`src/rtl/guardian_pkg.sv`:
```
// Shared types and constants for the Guardian authentication sequencer.
package guardian_pkg;

    typedef enum logic [2:0] {
        ST_IDLE,
        ST_EE_READ,
        ST_KEY_CHECK,
        ST_NFC_READ,
        ST_VERDICT,
        ST_UNLOCK,
        ST_FAULT,
        ST_DONE
    } state_t;

    localparam logic [7:0] OP_EE_READ     = 8'h03;
    localparam logic [7:0] OP_NFC_FIFO_RD = 8'h92;
    localparam logic [7:0] OP_BURST_END   = 8'h00;

    localparam int unsigned KEY_BYTES = 16;

    // Bytes per transaction: opcode + address + key, and 16 FIFO reads + terminator.
    localparam logic [4:0] EE_XFER_BYTES  = 5'd18;
    localparam logic [4:0] NFC_XFER_BYTES = 5'd17;

    typedef logic [8*KEY_BYTES-1:0] key_t;

    // Byte idx of a key, byte 0 in the most significant position.
    function automatic logic [7:0] key_byte(input key_t key, input logic [3:0] idx);
        return key[{~idx, 3'b000} +: 8];
    endfunction

endpackage

```
`src/rtl/guardian_main_core_spi_byte_master.sv`:
```
// Mode-0, MSB-first SPI byte engine; a start on the done cycle chains bytes back-to-back.
module spi_byte_master #(
    parameter int unsigned CLK_DIV = 2
) (
    input  logic       clk,
    input  logic       rst,
    input  logic       start,
    input  logic [7:0] tx_byte,
    output logic [7:0] rx_byte,
    output logic       done,
    output logic       busy,
    output logic       sclk,
    output logic       mosi,
    input  logic       miso
);

    localparam int unsigned DW = (CLK_DIV > 1) ? $clog2(CLK_DIV) : 1;

    logic [DW-1:0] div_cnt;
    logic [3:0]    phase;
    logic [7:0]    tx_sh;
    logic [7:0]    rx_sh;
    logic          tick;

    assign tick    = busy && (div_cnt == DW'(CLK_DIV - 1));
    assign done    = tick && (phase == 4'hF);
    assign rx_byte = rx_sh;
    assign mosi    = tx_sh[7];

    always_ff @(posedge clk or posedge rst) begin
        if (rst) begin
            busy    <= 1'b0;
            div_cnt <= '0;
            phase   <= '0;
            tx_sh   <= '0;
            rx_sh   <= '0;
            sclk    <= 1'b0;
        end else if (start && (!busy || done)) begin
            busy    <= 1'b1;
            div_cnt <= '0;
            phase   <= '0;
            tx_sh   <= tx_byte;
            sclk    <= 1'b0;
        end else if (tick) begin
            div_cnt <= '0;
            phase   <= phase + 4'd1;
            // Even phases end on a rising edge (sample), odd phases on a falling edge (shift).
            if (!phase[0]) begin
                sclk  <= 1'b1;
                rx_sh <= {rx_sh[6:0], miso};
            end else begin
                sclk  <= 1'b0;
                tx_sh <= {tx_sh[6:0], 1'b0};
            end
            if (done) begin
                busy <= 1'b0;
            end
        end else if (busy) begin
            div_cnt <= div_cnt + 1'b1;
        end
    end

endmodule

```
`src/rtl/guardian_main_core.sv`:
```
// Guardian door-lock sequencer: reads the PSK from EEPROM, reads the card response
// from the MFRC522 FIFO, compares them and drives the door or raises a fault.
module guardian_main_core
    import guardian_pkg::*;
#(
    parameter int unsigned CLK_DIV       = 2,
    parameter logic [7:0]  PSK_ADDR      = 8'h00,
    parameter int unsigned UNLOCK_CYCLES = 100000
) (
    input  logic clk,
    input  logic rst,
    output logic nfc_spi_cs_n,
    output logic nfc_spi_sclk,
    output logic nfc_spi_mosi,
    input  logic nfc_spi_miso,
    output logic eeprom_spi_cs_n,
    output logic eeprom_spi_sclk,
    output logic eeprom_spi_mosi,
    input  logic eeprom_spi_miso,
    output logic door_unlock,
    output logic status_unlock,
    output logic status_fault,
    output logic status_busy,
    input  logic start_auth_btn
);

    localparam int unsigned TW = $clog2(CLK_DIV + 1);
    localparam int unsigned UW = $clog2(UNLOCK_CYCLES + 1);

    state_t        state;
    state_t        state_nx;
    logic [1:0]    sync_q;
    logic          sync_prev;
    logic          start_edge;
    logic          accept;
    logic [4:0]    byte_cnt;
    logic [TW-1:0] tail_cnt;
    key_t          psk;
    logic          mismatch;
    logic [UW-1:0] unlock_cnt;
    logic          in_ee;
    logic          in_nfc;
    logic          in_xfer;
    logic          xfer_end;
    logic          cs_active;
    logic [4:0]    xfer_len;
    logic [3:0]    rsp_idx;
    logic          spi_start;
    logic          spi_done;
    logic          spi_busy;
    logic          spi_sclk;
    logic          spi_mosi;
    logic          spi_miso;
    logic [7:0]    spi_tx;
    logic [7:0]    spi_rx;

    assign start_edge = sync_q[1] & ~sync_prev;
    assign accept     = start_edge && ((state == ST_IDLE) || (state == ST_DONE));
    assign in_ee      = (state == ST_EE_READ);
    assign in_nfc     = (state == ST_NFC_READ);
    assign in_xfer    = in_ee || in_nfc;
    assign xfer_len   = in_ee ? EE_XFER_BYTES : NFC_XFER_BYTES;
    // byte_cnt counts bytes started, so at a done it is one past the finished byte.
    assign spi_start  = in_xfer && (((byte_cnt == '0) && !spi_busy) ||
                                    (spi_done && (byte_cnt != xfer_len)));
    assign xfer_end   = in_xfer && (tail_cnt == TW'(1));
    assign cs_active  = spi_busy || (tail_cnt != '0);
    assign rsp_idx    = 4'(byte_cnt - 5'd2);
    assign spi_miso   = in_nfc ? nfc_spi_miso : eeprom_spi_miso;

    always_comb begin
        spi_tx = OP_BURST_END;
        if (in_ee) begin
            if (byte_cnt == 5'd0) begin
                spi_tx = OP_EE_READ;
            end else if (byte_cnt == 5'd1) begin
                spi_tx = PSK_ADDR;
            end
        end else if (in_nfc && (byte_cnt < 5'(KEY_BYTES))) begin
            spi_tx = OP_NFC_FIFO_RD;
        end
    end

    spi_byte_master #(
        .CLK_DIV(CLK_DIV)
    ) u_spi (
        .clk    (clk),
        .rst    (rst),
        .start  (spi_start),
        .tx_byte(spi_tx),
        .rx_byte(spi_rx),
        .done   (spi_done),
        .busy   (spi_busy),
        .sclk   (spi_sclk),
        .mosi   (spi_mosi),
        .miso   (spi_miso)
    );

    always_ff @(posedge clk or posedge rst) begin
        if (rst) begin
            state <= ST_IDLE;
        end else begin
            state <= state_nx;
        end
    end

    always_comb begin
        state_nx = state;
        case (state)
            ST_IDLE, ST_DONE: if (accept)   state_nx = ST_EE_READ;
            ST_EE_READ:       if (xfer_end) state_nx = ST_KEY_CHECK;
            ST_KEY_CHECK:     state_nx = ((psk == '0) || (psk == '1)) ? ST_FAULT : ST_NFC_READ;
            ST_NFC_READ:      if (xfer_end) state_nx = ST_VERDICT;
            ST_VERDICT:       state_nx = mismatch ? ST_FAULT : ST_UNLOCK;
            ST_UNLOCK:        if (unlock_cnt == UW'(UNLOCK_CYCLES - 1)) state_nx = ST_DONE;
            ST_FAULT:         state_nx = ST_DONE;
            default:          state_nx = ST_IDLE;
        endcase
    end

    always_comb begin
        eeprom_spi_cs_n = 1'b1;
        eeprom_spi_sclk = 1'b0;
        eeprom_spi_mosi = 1'b0;
        nfc_spi_cs_n    = 1'b1;
        nfc_spi_sclk    = 1'b0;
        nfc_spi_mosi    = 1'b0;
        if (in_ee) begin
            eeprom_spi_cs_n = ~cs_active;
            eeprom_spi_sclk = spi_sclk;
            eeprom_spi_mosi = spi_mosi;
        end
        if (in_nfc) begin
            nfc_spi_cs_n = ~cs_active;
            nfc_spi_sclk = spi_sclk;
            nfc_spi_mosi = spi_mosi;
        end
        door_unlock = (state == ST_UNLOCK);
        status_busy = in_xfer || (state == ST_KEY_CHECK) || (state == ST_VERDICT);
    end

    always_ff @(posedge clk or posedge rst) begin
        if (rst) begin
            sync_q        <= '0;
            sync_prev     <= 1'b0;
            byte_cnt      <= '0;
            tail_cnt      <= '0;
            psk           <= '0;
            mismatch      <= 1'b0;
            unlock_cnt    <= '0;
            status_unlock <= 1'b0;
            status_fault  <= 1'b0;
        end else begin
            sync_q    <= {sync_q[0], start_auth_btn};
            sync_prev <= sync_q[1];

            if (!in_xfer) begin
                byte_cnt <= '0;
                tail_cnt <= '0;
            end else begin
                if (spi_start) begin
                    byte_cnt <= byte_cnt + 5'd1;
                end
                // CS is held for CLK_DIV cycles after the final falling SCLK edge.
                if (spi_done && (byte_cnt == xfer_len)) begin
                    tail_cnt <= TW'(CLK_DIV);
                end else if (tail_cnt != '0) begin
                    tail_cnt <= tail_cnt - 1'b1;
                end
            end

            if (accept) begin
                status_unlock <= 1'b0;
                status_fault  <= 1'b0;
                mismatch      <= 1'b0;
                psk           <= '0;
            end

            if (in_ee && spi_done && (byte_cnt >= 5'd3)) begin
                psk <= {psk[8*KEY_BYTES-9:0], spi_rx};
            end

            if (in_nfc && spi_done && (byte_cnt >= 5'd2) && (spi_rx != key_byte(psk, rsp_idx))) begin
                mismatch <= 1'b1;
            end

            unlock_cnt <= (state == ST_UNLOCK) ? unlock_cnt + 1'b1 : '0;

            if (state_nx == ST_FAULT) begin
                status_fault <= 1'b1;
            end
            if (state_nx == ST_UNLOCK) begin
                status_unlock <= 1'b1;
            end
        end
    end

endmodule

```
`config.mk`:
```
export PLATFORM = sky130hd
export DESIGN_NAME = guardian_main_core
export DESIGN_NICKNAME = d
export VERILOG_FILES = /design/src/rtl/guardian_pkg.sv /design/src/rtl/guardian_main_core_spi_byte_master.sv /design/src/rtl/guardian_main_core.sv
export SDC_FILE = /design/constraint.sdc
export NUM_CORES = 1
export LEC_CHECK = 0
export BUFFER_PORTS_ARGS = -buffer_cell sky130_fd_sc_hd__buf_2
export CORE_MARGIN = 1.5
export CORE_UTILIZATION = 32
export CTS_BUF_LIST = sky130_fd_sc_hd__clkbuf_4 sky130_fd_sc_hd__clkbuf_8
export CTS_CLUSTER_DIAMETER = 100
export DETAILED_ROUTE_END_ITERATION = 12
export GPL_TIMING_DRIVEN = 0
export PLACE_DENSITY = 0.48
export SLEW_MARGIN = 30
export SYNTH_ARGS = -nofsm -noshare
export SYNTH_HDL_FRONTEND = slang
export SYNTH_HIERARCHICAL = 1
export SYNTH_SLANG_ARGS = --single-unit
```
`constraint.sdc`:
```
create_clock -name clk -period 5.9 [get_ports clk]
set_clock_uncertainty 0.1 [all_clocks]
set_input_delay 0.295 -clock clk [delete_from_list [all_inputs] [get_ports clk]]
set_output_delay 0.295 -clock clk [all_outputs]
set_load 0.05 [all_outputs]
```
==> metrics.cfg, run 1 <==
[logic_synthesis]
ys.warnings.count = 6
synth_compound_area_frac = 0.155
synth.area.mux_share = 0.104
async_flop_share = 1.00
synth_most_common_cell = dfrtp_1
synth_top_area_share = 0.508
synth_ff_type = dfrtp_1
yosys-top-cells-count = dfrtp_1 (183), a22o_1 (129), nand4_1 (56)
syn_area_per_cell_um2 = 11.9
synth_cell_type_count = 48
synth_edf_count = 0
yosysTopAreaCell = dfrtp_1
synth-adder-area-share = 0.0125
ys_seq_area_frac = 0.508
ys_ff_latch = 183
synth_area_leaders = dfrtp_1 (51%), a22o_1 (13%), mux4_1 (6.4%), nand4_1 (3.9%), nor4_1 (3.0%)
synth-xor-area-share = 0.0291
synth_top_family_by_area = compound AO/OA/AOI/OAI gates
syn_inst = 760
syn_area_um2 = 9020
yosys.area_share.simple = 0.146

[clock_network]
cts.path.max_buffers = 2
clkLatencyLatePin_ns = 0.48
cts_tree = built
numCtsBuffers = 17
cts.reportedPaths.clkPinSlew_ns = 0.10
clock-root-buffer = clkbuf_8
cts_setup_buffers = 0
cts_sinks = 183
htreeDepth = 4

[critical_path]
cp-start-kind = flip-flop
worstSetupPathType = flip-flop to flip-flop
crit_required_ns = 6.16
worst-path-max-fanout = 10
r2r-end = mismatch$_DFFE_PP0P_
endpoint_kind = flip-flop
arrival_ns = 3.64
reg2reg_from = byte_cnt[1]$_DFFE_PP0P_
reg2reg_depth = 14
ff2ff_setup_slack_ns = 2.53

[global_route]
grt.total_usage = 0.178
grt_pass1_wl_um = 39200
grt_pass1_vias = 6547
overflow = 0
antenna_found_initial = 0
grt_start_max_net_pins = 84

[power]
leakagePower_nw = 4.54
peakVddDrop_mv = 0.144
power_density_nw_per_um2 = 355

[floorplan]
die_x_um = 171
start_util = 0.325
die_h_um = 171
dieArea_um2 = 29200
core_um2 = 27800
std_cell_rows = 61
io_pins = 15

[route]
vias = 6703
wl_per_cell_um = 21.0
dr.pass1.iters = 7
drtIter0Drc = 621
drc = 0
via_per_inst = 5.64
ant_nets = 0
drt-total-wl_um = 24900

[timing]
slew_headroom = 0.395
hold_viol_final = 0
setup_tns_ns = 0
worst_pin_slew_ns = 0.899
min_period_ns = 3.37
rsz0062_at_grt = no
slew_viol_final = 0
fmax_ghz = 0.297
worst_hold_slack_ns = 0.0666
setup-violations-final = 0
period_share = 0.571

[place]
hpwl_um = 17100
io_buffer_count = 14
place_inst = 1156
place.gp.congestion = 0.875

[cells_and_area]
fin_nets = 813
fillers = 2834
instances_no_fill = 1189
area_growth_pct = 12.1
diodes = 0
fin_util = 0.364
final_layout_size_suffix_gt1_frac = 0.141

[job]
drv_cap = 0

[run_status]
outcome = finished, final reports clean

[hold_path]
hold_depth = 3
min_to = u_spi/rx_byte[0]$_DFFE_PP0P_
hold_path_startpoint = nfc_spi_miso
hp-class = input port to flip-flop

==> repair_timing <==
action	CTS	global route
gates resized for setup	0	0
setup endpoints to repair	0	0
hold endpoints to repair	101	0
hold buffers	2	0
==> registers in the layout, summed over array words and instances (netlist names), 2 cells and up <==
| name | flops |
|---|---|
| u_spi/phase | 4 |
| u_spi/rx_byte | 8 |
| tail_cnt | 2 |
| u_spi/tx_sh | 8 |
| sync_q | 2 |
| state | 3 |
| byte_cnt | 5 |
| unlock_cnt | 17 |
| psk | 128 |
==> power by group <==
part	internal, mW	switching, mW
registers	1.35	0.123
logic	0.401	0.676
clock network	0.550	0.484
==> cell usage in the layout, fill, tap and decap left out, types with 3 or more instances in the layout <==
cell,instances
a21o_1,3
a21oi_1,11
a222oi_1,6
a22o_1,129
and2_1,3
and3_1,8
buf_2,47
buf_4,4
buf_6,3
bufinv_16,6
clkbuf_1,8
clkbuf_8,17
conb_1,4
dfrtp_1,183
ha_1,9
inv_1,30
inv_6,4
mux2_2,10
mux4_1,22
mux4_2,10
nand2_1,29
nand2b_1,5
nand3_1,48
nand4_1,56
nor2_1,35
nor3_1,4
nor4_1,43
o21ai_0,8
or3_1,4
xnor2_1,17
xor2_1,13
==> worst max-delay path: stages, from the launching register on <==
cell	delay (ns)
dfrtp_1	0.43
buf_6	0.21
buf_6	0.22
buf_4	0.23
inv_1	0.09
ha_1	0.28
clkbuf_1	0.33
inv_1	0.23
clkbuf_1	0.25
nand3_1	0.12
nand4_1	0.18
xnor2_1	0.19
nand4_1	0.09
nor2_1	0.20
o21ai_1	0.10
==> cells by family (layout without fill, tap and decap cells) <==
group,count (synthesis),count (layout)
AOI/OAI and AO/OA,168,168
buffers and inverters,82,130
adders and majority gates,9,9
xor gates and xnor gates,30,30
muxes,44,44
and+or+nand+nor,243,243
DFF,183,183
other,1,4
==> worst max path at each step <==
| stage | from | depth (start not counted) | to |
|---|---|---|---|
| after detailed placement | byte_cnt[1]$_DFFE_PP0P_ | 14 | mismatch$_DFFE_PP0P_ |
| after floorplan | rst | 1 | byte_cnt[0]$_DFFE_PP0P_ |
| after global placement | rst | 2 | unlock_cnt[10]$_DFF_PP0_ |
| after CTS | byte_cnt[1]$_DFFE_PP0P_ | 14 | mismatch$_DFFE_PP0P_ |
| final | byte_cnt[1]$_DFFE_PP0P_ | 14 | mismatch$_DFFE_PP0P_ |
| after global routing | byte_cnt[1]$_DFFE_PP0P_ | 14 | mismatch$_DFFE_PP0P_ |
==> per-layer routing <==
layer | up-vias | global-route usage | wire length, um
li1 | 3069 | - | -
met1 | 3384 | 0.250 | 11900
met2 | 215 | 0.279 | 11300
met3 | 35 | 0.0338 | 1270
met4 | 0 | 0.0538 | 459
met5 | - | 0 | 0
==> area by class of cell <==
type                    instances  area (um2)  area share
multi-input cells             498        4050       0.401
clock inverters                14         244      0.0241
plain buffers                  50         284      0.0281
flip-flops and latches        183        4580       0.453
repair buffers                 17         118      0.0116
inverters                      32         128      0.0126
clock buffers                  17         234      0.0231
well taps                     378         473      0.0468
==> through the flow <==
step	power [mW]	instance area (um2)	setup WS (ns)
after detailed placement	2.57	9610	2.63
after global placement	2.56	9580	-1.00
after global routing	3.77	10100	2.32
final	3.59	10100	2.53
after CTS	3.61	10100	2.60
after floorplan	2.29	9030	1.16
Note: power is estimated with default switching activity, not from simulation.
==> run 2, diff against run 1 <==
- ABC_AREA: unset -> 1
- clock period: 5.9 -> 3.39 ns (I/O delays scaled with it)
==> metrics.cfg, run 2 <==
[logic_synthesis]
async_flop_share = 1.00  ; unchanged
ys_seq_area_frac = 0.463  ; -0.0443
syn_area_um2 = 9880  ; +9.6%
synth_edf_count = 0  ; unchanged
synth_top_area_share = 0.463  ; -0.0443
syn_area_per_cell_um2 = 7.66  ; -36%
yosysTopAreaCell = dfrtp_1
synth_most_common_cell = nand2_1
yosys-top-cells-count = nand2_1 (319), inv_1 (195), dfrtp_1 (183)
synth_area_leaders = dfrtp_1 (46%), nand2_1 (12%), o22ai_1 (8.4%), inv_1 (7.4%), nand3_1 (5.9%)
synth_ff_type = dfrtp_1
syn_inst = 1291  ; +70%
ys.warnings.count = 6  ; unchanged
ys_ff_latch = 183  ; unchanged
synth_cell_type_count = 45  ; -6.3%

[clock_network]
clkLatencyLatePin_ns = 0.49  ; about the same
clock-root-buffer = clkbuf_8
cts.path.max_buffers = 2  ; unchanged
cts_tree = built
htreeDepth = 4  ; unchanged
cts_sinks = 183  ; unchanged
numCtsBuffers = 17  ; unchanged
cts.reportedPaths.clkPinSlew_ns = 0.10  ; about the same

[global_route]
antenna_found_initial = 0  ; unchanged
overflow = 0  ; unchanged
grt_pass1_vias = 8490  ; +30%
grt.total_usage = 0.199  ; +0.0209
grt_pass1_wl_um = 48100  ; +23%
grt_start_max_net_pins = 29  ; -65%

[floorplan]
std_cell_rows = 64  ; +4.9%
core_um2 = 30500  ; +9.8%
io_pins = 15  ; unchanged
start_util = 0.324  ; -0.000774
die_x_um = 179  ; +4.6%
die_h_um = 179  ; +4.6%
dieArea_um2 = 31900  ; +9.4%

[timing]
setup_tns_ns = 0  ; unchanged
period_share = 0.923  ; +0.352
slew_headroom = 0.513  ; +0.118
min_period_ns = 3.13  ; -0.242 ns
fmax_ghz = 0.320  ; +7.7%
setup-violations-final = 0  ; unchanged
worst_pin_slew_ns = 0.730  ; -0.168 ns
slew_viol_final = 0  ; unchanged
hold_viol_final = 0  ; unchanged
rsz0062_at_grt = no

[place]
io_buffer_count = 14  ; unchanged
place_inst = 1711  ; +48%
place.gp.congestion = 0.843  ; -3.7%
hpwl_um = 22600  ; +32%

[critical_path]
worstPathCellList = inv_1 > clkbuf_2 > ha_1 > buf_2 > inv_1 > clkbuf_1 > nand3_1 > nand3_1 > nand3_1 > nand2_1 > nand2_1 > nor2_1 > nand2_1 > nand2_1 > nand2_1
worstSetupPathType = flip-flop to flip-flop
ff2ff_setup_slack_ns = 0.26  ; -2.27 ns
slowest_stage = clkbuf_1
cp-startpoint = byte_cnt[1]$_DFFE_PP0P_
critical_path_depth = 15  ; +1
r2r-end = mismatch$_DFFE_PP0P_
arrival_ns = 3.41  ; -0.23 ns
reg2reg_depth = 15  ; +1
crit_buf_inv = 5  ; -2
cp-start-kind = flip-flop
crit_family = buffers and inverters
worst-path-max-fanout = 11  ; +1
endpoint_kind = flip-flop
setup.worst_path.end = mismatch$_DFFE_PP0P_
reg2reg_from = byte_cnt[1]$_DFFE_PP0P_
crit_top_cell = nand2_1
crit_required_ns = 3.67  ; -2.49 ns
critPathMaxStageDelay_ns = 0.46  ; +0.03 ns

[route]
via_per_inst = 5.04  ; -11%
ant_nets = 0  ; unchanged
drt-met1-wl_um = 14800  ; +24%
drc = 0  ; unchanged
met2_length_um = 13500  ; +20%
wl_per_cell_um = 17.3  ; -18%
vias = 8810  ; +31%
drtIter0Drc = 741  ; +19%
drt-total-wl_um = 30200  ; +21%
dr.pass1.iters = 5  ; -2
wl_met3_um = 1330  ; +4.5%
topRoutingLayerUsed = met4

[power]
power_density_nw_per_um2 = 610  ; +72%
peakVddDrop_mv = 0.522  ; +260%
leakagePower_nw = 5.10  ; +12%
finalPower_mw = 6.75  ; +88%

[cells_and_area]
final_common_cell = nand2_1
final_cell_mix = nand2_1 (319), inv_1 (193), dfrtp_1 (183)
diodes = 0  ; unchanged
regArea_um2 = 4580  ; unchanged
final_layout_size_suffix_gt1_frac = 0.0999  ; -0.0407
fillers = 3197  ; +13%
largest_reg_flops = 128  ; unchanged
area_growth_pct = 12.0  ; about the same
multi_input_area_um2 = 4180  ; +3.3%
fin_nets = 1353  ; +66%
top_register = psk
reg_top3 = psk (128), unlock_cnt (17)
instances_no_fill = 1748  ; +47%

[run_status]
outcome = finished, final reports clean

[job]
drv_cap = 0  ; unchanged

[hold_path]
hp-class = input port to asynchronous set/reset pin

-- run 2: cell count changes after synthesis, sizes merged, moves of 71 or more --
cell,change
nand2,+294
inv,+169
o22ai,+131
a22o,-129
nor2,+115
nand3,+71
-- run 2: layout make-up --
class,count,share of cell area
Multi-Input combinational cell,854,0.378
Timing Repair Buffer,26,0.0260
Clock buffer,20,0.0237
Tap cell,396,0.0448
Clock inverter,12,0.0110
Inverter,201,0.0685
Sequential cell,183,0.414
Buffer,56,0.0344
-- run 2: stage by stage --
step                hold slack, ns  worst slack [ns]  area (um2)  utilization
finish                       0.101             0.261       11100        0.363
global route                 0.104            0.0528       11100        0.363
CTS                         0.0857            0.0532       11100        0.362
detailed placement          0.0670            0.0777       10600        0.348
global placement             0.178            -0.150       10500        0.343
floorplan                   0.0587             0.834        9900            -
-- run 2: worst min path at each step --
stage | startpoint | to | slack (ns) | cells past startpoint
final | rst | u_spi/rx_byte[0]$_DFFE_PP0P_ | 0.10 | 3
after global routing | rst | psk[20]$_DFFE_PP0P_ | 0.10 | 3
after CTS | rst | psk[9]$_DFFE_PP0P_ | 0.09 | 3
after detailed placement | rst | psk[9]$_DFFE_PP0P_ | 0.07 | 2
after global placement | start_auth_btn | sync_q[0]$_DFF_PP0_ | 0.18 | 1
after floorplan | rst | u_spi/busy$_DFFE_PP0P_ | 0.06 | 1
-- run 2: metal layers --
| metal | up-vias | global-route usage |
|---|---|---|
| li1 | 4325 | - |
| met1 | 4242 | 0.290 |
| met2 | 209 | 0.305 |
| met3 | 34 | 0.0280 |
| met4 | 0 | 0.0604 |
| met5 | - | 0 |
-- run 2: cells by family after synthesis --
kind of cell	count (synthesis)	synth area share
adders and majority gates	9	0.0114
and+or+nand+nor	634	0.272
AOI/OAI and AO/OA	202	0.133
DFF	183	0.463
buffers and inverters	257	0.115
other	1	0.000379
xor gates and xnor gates	5	0.00519
-- run 2: power by group --
| part | internal, mW | total, mW | switching [mW] |
|---|---|---|---|
| clock network | 0.631 | 1.51 | 0.880 |
| registers | 2.32 | 2.45 | 0.132 |
| logic | 0.913 | 2.79 | 1.87 |
| total | 3.86 | 6.75 | 2.89 |
-- run 2: worst register-to-register path, delay by kind of cell (launching register included) --
family | cells | cell delay [ns]
and+or+nand+nor | 9 | 0.88
buffers and inverters | 5 | 1.32
adders and majority gates | 1 | 0.29
DFF | 1 | 0.44
-- run 2: timing repair --
item | 4_1_cts | 5_1_grt
gates resized for setup | 0 | 2
setup buffers | 0 | 0
setup endpoints to repair | 0 | 8
hold buffers | 4 | 0
hold endpoints to repair | 107 | 0
==> run 3, diff against run 2 <==
- SYNTH_HIERARCHICAL: 1 -> unset
==> metrics.cfg, run 3 <==
[cells_and_area]
largest_reg_flops = 128  ; unchanged
fin_nets = 1288  ; -4.8%
top_register = psk
fillers = 3122  ; -2.3%
diodes = 0  ; unchanged
final_cell_mix = nand2_1 (266), dfrtp_1 (183), inv_1 (177)
final_common_cell = nand2_1
area_growth_pct = 11.8
reg_top3 = psk (128), unlock_cnt (17)
final_layout_size_suffix_gt1_frac = 0.0886  ; -0.0113

[place]
hpwl_um = 22200  ; -1.5%
preCtsSetupSlack_ns = -0.149  ; -0.227 ns
place.gp.congestion = 0.847  ; +0.53%
io_buffer_count = 14  ; unchanged

[floorplan]
die_h_um = 175  ; -1.8%
io_pins = 15  ; unchanged
die_x_um = 175  ; -1.8%
core_um2 = 29000  ; -4.9%
dieArea_um2 = 30800  ; -3.6%
start_util = 0.328  ; +0.00412
std_cell_rows = 62  ; -3.1%

[timing]
slew_viol_final = 0  ; unchanged
slew_headroom = 0.531  ; +0.0180
min_period_ns = 3.11  ; -0.0232 ns
worst_pin_slew_ns = 0.703  ; -0.0270 ns
setup-violations-final = 0  ; unchanged
fmax_ghz = 0.322  ; +0.75%
hold_viol_final = 0  ; unchanged
worst_slack_ns = 0.285  ; +0.0232 ns
worst_hold_slack_ns = 0.136  ; +0.0355 ns
rsz0062_at_grt = no
period_share = 0.916  ; -0.00685

[global_route]
grt_pass1_wl_um = 47300  ; -1.6%
grt.total_usage = 0.201  ; +0.00241
grt_pass1_vias = 8552  ; +0.73%
antenna_found_initial = 0  ; unchanged
overflow = 0  ; unchanged
grt_start_max_net_pins = 29  ; unchanged

[logic_synthesis]
syn_inst = 1231  ; -4.6%
synth_cell_type_count = 41  ; -8.9%
syn-num-nets = 1245
syn_area_per_cell_um2 = 7.73  ; +1.0%
yosysTopAreaCell = dfrtp_1
synth_top_area_share = 0.481  ; +0.0178
ys_seq_area_frac = 0.481  ; +0.0178
synth_ff_type = dfrtp_1
syn_area_um2 = 9520  ; -3.7%
synth_area_leaders = dfrtp_1 (48%), nand2_1 (10%), o22ai_1 (8.5%), inv_1 (7.1%), nand3_1 (6.7%)
synth_edf_count = 0  ; unchanged
yosys-top-cells-count = nand2_1 (266), dfrtp_1 (183), inv_1 (179)
ys_ff_latch = 183  ; unchanged
async_flop_share = 1.00  ; unchanged
ys.warnings.count = 0  ; -6
synth_most_common_cell = nand2_1

[critical_path]
endpoint_kind = flip-flop
worst-path-max-fanout = 14  ; +3
crit_required_ns = 3.68  ; about the same
cp-start-kind = flip-flop
worstSetupPathType = flip-flop to flip-flop
arrival_ns = 3.39  ; -0.02 ns

[run_status]
outcome = finished, final reports clean

[clock_network]
numCtsBuffers = 17  ; unchanged
cts_tree = built
clock-root-buffer = clkbuf_8
cts.reportedPaths.clkPinSlew_ns = 0.11  ; about the same
cts_sinks = 183  ; unchanged
htreeDepth = 4  ; unchanged
clkLatencyLatePin_ns = 0.49  ; about the same
cts.path.max_buffers = 2  ; unchanged

[route]
wl_per_cell_um = 17.8  ; +2.9%
via_per_inst = 5.03  ; -0.22%
drtIter0Drc = 746  ; +0.67%
dr.pass1.iters = 6  ; +1
drt-total-wl_um = 29700  ; -1.7%
drc = 0  ; unchanged
vias = 8403  ; -4.6%
ant_nets = 0  ; unchanged

[job]
drv_cap = 0  ; unchanged

[hold_path]
hp-class = input port to asynchronous set/reset pin

[power]
power_density_nw_per_um2 = 585  ; -4.1%
finalPower_mw = 6.22  ; -7.8%
peakVddDrop_mv = 0.221  ; -58%
leakagePower_nw = 4.87  ; -4.7%

[run 3: cell count changes after synthesis, sizes merged, moves of 2 or more]
cell | before | now
clkbuf | 7 | 11
nor3 | 16 | 13
nor2 | 150 | 141
nand4 | 18 | 28
o22ai | 133 | 129
o21ai | 29 | 35
inv | 201 | 183
o21bai | 3 | 1
buf | 49 | 47
nand2 | 323 | 268
nand3 | 119 | 130
[run 3: final timing paths]
path / depth (start not counted) / from / endpoint / slack [ns]
worst max-delay path: 14 / byte_cnt[1]$_DFFE_PP0P_ / mismatch$_DFFE_PP0P_ / 0.28
worst min-delay path: 3 / rst / unlock_cnt[11]$_DFF_PP0_ / 0.14
worst max register to register: 14 / byte_cnt[1]$_DFFE_PP0P_ / mismatch$_DFFE_PP0P_ / 0.28
worst min register to register: 0 / sync_q[0]$_DFF_PP0_ / sync_q[1]$_DFF_PP0_ / 0.28
max in group asynchronous: 5 / rst / psk[69]$_DFFE_PP0P_ / 2.33
min in group clk: 2 / start_auth_btn / sync_q[0]$_DFF_PP0_ / 0.23
[run 3: cell type report]
cell class / instances / area, um2 / area share
Inverter: 184 / 698 / 0.0656
Clock inverter: 13 / 130 / 0.0122
Sequential cell: 183 / 4580 / 0.430
Clock buffer: 19 / 249 / 0.0234
Tap cell: 384 / 480 / 0.0452
Timing Repair Buffer: 25 / 258 / 0.0242
Multi-Input combinational cell: 806 / 3950 / 0.371
Buffer: 57 / 300 / 0.0282
[run 3: critical path, stage by stage, from the launching register on]
cell        delay [ns]
dfrtp_1           0.47
clkinvlp_4        0.40
ha_1              0.41
buf_2             0.18
inv_1             0.22
clkbuf_2          0.30
nand3_1           0.15
nand3_1           0.21
nand3_1           0.10
nand2_1           0.07
nand2_1           0.05
nor2_1            0.12
nand2_1           0.09
nand2_1           0.06
nand2_1           0.04
[run 3: per-layer routing]
metal / up-vias / track usage / wire length, um
li1: 4161 / - / -
met2: 162 / 0.316 / 13400
met1: 4027 / 0.281 / 14400
met4: 0 / 0.0734 / 847
met3: 53 / 0.0307 / 1080
met5: - / 0 / 0
[run 3: per-stage QoR]
stage	cells	TNS, ns	utilization	area (um2)
after detailed placement	1636	-0.149	0.352	10200
final	1671	0	0.367	10600
after CTS	1671	0	0.367	10600
after global placement	1629	-98.98	0.347	10100
after floorplan	1231	0	-	9520
after global routing	1671	0	0.367	10600
[run 3: what timing repair did]
action / 4_1_cts / 5_1_grt
pin swaps: 0 / 0
gates resized for setup: 0 / 3
hold buffers: 4 / 0
hold endpoints to repair: 87 / 0
setup endpoints to repair: 1 / 1
buffers inserted: 0 / 0
[run 3: report_power, final]
part | switching (mW) | internal, mW | total (mW)
Clock | 0.917 | 0.562 | 1.48
Combinational | 1.56 | 0.704 | 2.27
Sequential | 0.122 | 2.36 | 2.48
Total | 2.60 | 3.62 | 6.22
[run 3: cell families after synthesis]
family          Yosys count  share of synthesized area
buf+inv                 242                      0.104
simple gates            587                      0.264
xor+xnor                  7                    0.00723
compound gates          203                      0.132
fa+ha+maj                 9                     0.0118
flops                   183                      0.481
